**config.mk**
```make
export PLATFORM = sky130hd
export DESIGN_NAME = mux_rr_arbiter
export DESIGN_NICKNAME = d
export VERILOG_FILES = /design/src/rtl/mux_rr_arbiter_pkg.sv /design/src/rtl/mux_rr_arbiter_rr_pick4.sv /design/src/rtl/mux_rr_arbiter.sv
export SDC_FILE = /design/constraint.sdc
export NUM_CORES = 1
export LEC_CHECK = 0
export CORE_UTILIZATION = 51
export DETAILED_ROUTE_END_ITERATION = 10
export PLACE_DENSITY = 0.8
export SYNTH_ARGS = -nofsm -noshare
export SYNTH_HDL_FRONTEND = slang
export SYNTH_HIERARCHICAL = 1
export SYNTH_SLANG_ARGS = --single-unit
```
**constraint.sdc**
```tcl
create_clock -name clk -period 3.3 [get_ports clk]
set_clock_uncertainty 0.15 [all_clocks]
set_input_delay 0.66 -clock clk [delete_from_list [all_inputs] [get_ports clk]]
set_output_delay 0.66 -clock clk [all_outputs]
set_load 0.01 [all_outputs]
```
**src/rtl/mux_rr_arbiter_pkg.sv**
```systemverilog
// Shared definitions for the round-robin mux arbiter: state encoding, sizes,
// debug view of the FSM and a one-hot helper.
package mux_rr_arbiter_pkg;

    localparam int NREQ  = 4;
    localparam int SEL_W = 2;

    typedef enum logic {
        ST_IDLE  = 1'b0,
        ST_GRANT = 1'b1
    } state_t;

    typedef struct packed {
        state_t state;
        logic   hold_at_max;
    } dbg_t;

    function automatic logic [NREQ-1:0] onehot(input logic [SEL_W-1:0] idx);
        logic [NREQ-1:0] v;
        v      = '0;
        v[idx] = 1'b1;
        return v;
    endfunction

endpackage

```
**src/rtl/mux_rr_arbiter_rr_pick4.sv**
```systemverilog
// Combinational rotating priority encoder: searches ptr+1, ptr+2, ptr+3, ptr
// (mod 4) and returns the first asserted request.
module rr_pick4
    import mux_rr_arbiter_pkg::*;
(
    input  logic [NREQ-1:0]  i_req,
    input  logic [SEL_W-1:0] i_ptr,
    output logic             o_any,
    output logic [SEL_W-1:0] o_idx
);

    logic [SEL_W-1:0] w_idx;

    // Walk from the last slot back to the first so the earliest hit wins.
    always_comb begin
        o_any = 1'b0;
        o_idx = i_ptr;
        w_idx = '0;
        for (int k = NREQ; k >= 1; k--) begin
            w_idx = i_ptr + k[SEL_W-1:0];
            if (i_req[w_idx]) begin
                o_any = 1'b1;
                o_idx = w_idx;
            end
        end
    end

endmodule

```
**src/rtl/mux_rr_arbiter.sv**
```systemverilog
// Round-robin arbiter owning the select of a 4:1 bit mux.
// Optional hold timeout is enabled by defining MUX_ARB_TIMEOUT_EN.
module mux_rr_arbiter
    import mux_rr_arbiter_pkg::*;
#(
    parameter int MAX_HOLD = 8,
    parameter int CNT_W    = 4
) (
    input  logic             clk,
    input  logic             rst,
    input  logic [NREQ-1:0]  req,
    input  logic [NREQ-1:0]  din,
    output logic [NREQ-1:0]  grant,
    output logic [SEL_W-1:0] sel,
    output logic             valid,
    output logic             dout,
    output dbg_t             o_dbg
);

    state_t            r_state, w_nxt_state;
    logic [SEL_W-1:0]  r_ptr, w_nxt_ptr;
    logic [CNT_W-1:0]  r_hold, w_nxt_hold;
    logic [NREQ-1:0]   r_grant, w_nxt_grant;
    logic [SEL_W-1:0]  r_sel, w_nxt_sel;
    logic              r_valid, w_nxt_valid;

    logic              w_any;
    logic [SEL_W-1:0]  w_idx;
    logic              w_at_max;
    logic              w_timeout;
    logic              w_release;

    rr_pick4 u_pick (
        .i_req (req),
        .i_ptr (r_ptr),
        .o_any (w_any),
        .o_idx (w_idx)
    );

    assign w_at_max = (r_hold == CNT_W'(MAX_HOLD));

`ifdef MUX_ARB_TIMEOUT_EN
    // A holder that used its full slot yields; the pick still starts at ptr+1,
    // so a lone requester simply wins again.
    assign w_timeout = w_at_max && (req != '0);
`else
    assign w_timeout = 1'b0;
`endif

    assign w_release = !req[r_sel] || w_timeout;

    always_comb begin
        w_nxt_state = r_state;
        w_nxt_ptr   = r_ptr;
        w_nxt_hold  = r_hold;
        w_nxt_grant = r_grant;
        w_nxt_sel   = r_sel;
        w_nxt_valid = r_valid;
        case (r_state)
            ST_IDLE: begin
                if (w_any) begin
                    w_nxt_state = ST_GRANT;
                    w_nxt_ptr   = w_idx;
                    w_nxt_sel   = w_idx;
                    w_nxt_grant = onehot(w_idx);
                    w_nxt_valid = 1'b1;
                    w_nxt_hold  = CNT_W'(1);
                end
            end
            ST_GRANT: begin
                if (w_release && w_any) begin
                    w_nxt_ptr   = w_idx;
                    w_nxt_sel   = w_idx;
                    w_nxt_grant = onehot(w_idx);
                    w_nxt_hold  = CNT_W'(1);
                end else if (w_release) begin
                    // sel deliberately keeps its last value while idle.
                    w_nxt_state = ST_IDLE;
                    w_nxt_grant = '0;
                    w_nxt_valid = 1'b0;
                end else if (r_hold != '1) begin
                    w_nxt_hold  = r_hold + CNT_W'(1);
                end
            end
            default: begin
                w_nxt_state = ST_IDLE;
                w_nxt_grant = '0;
                w_nxt_valid = 1'b0;
            end
        endcase
    end

    always_ff @(posedge clk or posedge rst) begin
        if (rst) begin
            r_state <= ST_IDLE;
            r_ptr   <= SEL_W'(NREQ - 1);
            r_hold  <= '0;
            r_grant <= '0;
            r_sel   <= '0;
            r_valid <= 1'b0;
        end else begin
            r_state <= w_nxt_state;
            r_ptr   <= w_nxt_ptr;
            r_hold  <= w_nxt_hold;
            r_grant <= w_nxt_grant;
            r_sel   <= w_nxt_sel;
            r_valid <= w_nxt_valid;
        end
    end

    assign grant = r_grant;
    assign sel   = r_sel;
    assign valid = r_valid;
    assign dout  = r_valid ? din[r_sel] : 1'b0;

    assign o_dbg.state       = r_state;
    assign o_dbg.hold_at_max = w_at_max;

endmodule

```
==> impl_metrics.tcl <==
set metrics [dict create \
    clkTransAtPathRegs_ns 0.08 \
    synth.avg_cell_area_sq_um 10.8 \
    root_buffer "clkbuf_4" \
    synth_edf_count 0 \
    startpoint_type "input port" \
    gp_congestion 0.763 \
    slew_headroom_pct 64.2 \
    drive_gt1_share_pct 14.7 \
    pwr-share-seq_pct 37.0 \
    rows 14 \
    synthesis.instances 76 \
    endpoint_kind "output port" \
    die_x_um 42.1 \
    rsz0062_at_grt "false" \
    setup_viol 0 \
    postSynth.asyncResetShare_pct 100 \
    yosysWarnings 6 \
    vias 669 \
    ys_types 34 \
    cts.sinks 14 \
    dieArea_sq_um 1780 \
    start_util_pct 54.6 \
    syn_area_sq_um 822 \
    arrival_ns 2.18 \
    portBuffers 19 \
    fillers 123 \
    first_pass_iters 4 \
    hold_buffers 0 \
    p_int_uw 559 \
    fin_nets 108 \
    dieHeight_um 42.1 \
    overflow 0 \
    fin_cells 111 \
    wl_per_cell_um 14.7 \
    grt_pass1_wl_mm 2.95 \
    tns_ns 0 \
    r2r_slack_ns 1.21 \
    fin_crit_sh_pct 90.5 \
    antenna_found_initial 0 \
    setup_ws_ns 0.313 \
    postRouteAntennaNets 0 \
    p_sw_uw 316 \
    power_density_nw_per_um2 843 \
    first_iter_violations 10 \
    synth_nets 88 \
    irDropWorstVdd_v 0.000535 \
    ctsResizeCount 0 \
    ctsLongestPathBuffers 2 \
    cts_setup_buffers 0 \
    slew_violations 0 \
    worstPathRequired_ns 2.49 \
    pwr-share-comb_pct 49.2 \
    n_antenna_cell 0 \
    place_hpwl_mm 1.19 \
    drc 0 \
    report.power.total_uw 875 \
    placeableCoreArea_sq_um 1510 \
    synth_flop_cell "dfrtp_1" \
    ys_seq_area_share_pct 42.9 \
    io_pins 20 \
    p_clk_share_pct 13.9 \
    post-route-cell-area_sq_um 1040 \
    post-place-ws_ns 0.309 \
    clock.fmax_mhz 335 \
    cts.htree.levels 1 \
    cts_tree "yes" \
    worst_pin_slew_ns 0.536 \
    clock_latency_ns 0.28 \
    swShare_pct 36.1 \
    grt_pass1_vias 654 \
    viasPerCell 6.03 \
    fin_crit_ns 2.99 \
    synth_seq_cells 14 \
    routed_wl_mm 1.63 \
    dp.cells 107 \
    min_path_type "reg -> reg" \
    syn_to_final_growth_pct 26.3 \
    grtUsageTotal_pct 21.5 \
    p_leak_nw 0.455 \
    cp_max_fo 1 \
    path_class "in -> out" \
    hold_viol 0 \
    place_area_sq_um 1000 \
    cts_buffers 3 \
    grt_max_degree 15 \
    cap_violations 0 \
    status "completed" \
]
## routing by layer
| metal | share of wire, % | track usage (%) |
|---|---|---|
| met5 | 0 | 0 |
| met4 | 0.37 | 5.63 |
| met3 | 2.6 | 5.60 |
| met2 | 53 | 37.8 |
| met1 | 44 | 26.1 |
## power groups by stage
| stage | logic, mW | clock network, mW | registers [mW] |
|---|---|---|---|
| 2_1_floorplan | 0.288 | 0 | 0.325 |
| 3_3_place_gp | 0.418 | 0 | 0.323 |
| 3_5_place_dp | 0.429 | 0 | 0.328 |
| 4_1_cts | 0.432 | 0.126 | 0.324 |
| 5_1_grt | 0.470 | 0.133 | 0.337 |
| 6_report | 0.431 | 0.121 | 0.323 |
## per-stage QoR
stage          hold WS (ns)  util, %
6_report              0.357     68.9
5_1_grt               0.372     68.9
4_1_cts               0.362     68.9
3_5_place_dp          0.330     66.5
3_3_place_gp          0.335     66.5
2_1_floorplan         0.382        -
## cells by family after synthesis
logic type / Yosys count / share of synthesized area [%]
and+or+nand+nor: 23 / 16.3
AOI/OAI and AO/OA: 17 / 17.4
DFF: 14 / 42.9
buffers and inverters: 13 / 7.76
muxes: 7 / 12.6
adders and majority gates: 2 / 3.04
## path summary, 6_finish.rpt
kind                                 startpoint               endpoint  depth (start not counted)
setup / recovery                         din[1]                   dout                          4
hold / removal             grant[2]$_DFFE_PP0P_   grant[2]$_DFFE_PP0P_                          1
setup reg to reg             sel[0]$_DFFE_PP0P_     sel[0]$_DFFE_PP0P_                          3
hold reg to reg            grant[2]$_DFFE_PP0P_   grant[2]$_DFFE_PP0P_                          1
max in group asynchronous                   rst   r_ptr[0]$_DFFE_PP1P_                          2
min in group asynchronous                   rst  r_hold[3]$_DFFE_PP0P_                          2
## area by class of cell
cell class | count | area [sq um] | area share (%)
Clock buffer | 4 | 36.3 | 3.49
Inverter | 9 | 33.8 | 3.25
Tap cell | 16 | 20.0 | 1.93
Sequential cell | 14 | 353 | 34.0
Timing Repair Buffer | 19 | 190 | 18.3
Multi-Input combinational cell | 49 | 405 | 39.0
## cell usage after synthesis (2+ instances only)
| master | n | share of area, % |
|---|---|---|
| a31oi_1 | 2 | 1.5 |
| a32o_1 | 4 | 4.9 |
| nor3_1 | 4 | 2.4 |
| dfrtp_1 | 12 | 37 |
| inv_1 | 9 | 4.1 |
| dfstp_2 | 2 | 6.4 |
| buf_4 | 2 | 1.8 |
| nand4_1 | 2 | 1.5 |
| nand2_1 | 3 | 1.4 |
| nor2_1 | 4 | 1.8 |
| ha_1 | 2 | 3.0 |
| mux2_2 | 4 | 5.5 |
| nand2b_1 | 2 | 1.5 |
| a21oi_1 | 4 | 2.4 |
## flip-flops by register name (all words and copies together) (netlist names)
register,flops
grant,4
r_hold,4
r_ptr,2
sel,2
r_state,1
valid,1
## critical path: stages
cell             delay (ns)
clkdlybuf4s50_1        0.39
mux4_1                 0.48
and2_1                 0.17
clkdlybuf4s50_1        0.48
## placed cells by master, fill, tap and decap left out, types with 2 or more instances in the layout
master / instances
clkdlybuf4s50_1: 19
dfrtp_1: 12
inv_1: 9
nor2_1: 4
a32o_1: 4
mux2_2: 4
nor3_1: 4
a21oi_1: 4
nand2_1: 3
clkbuf_4: 3
nand2b_1: 2
nand4_1: 2
a31oi_1: 2
ha_1: 2
dfstp_2: 2
Note: power is estimated with default switching activity, not from simulation.
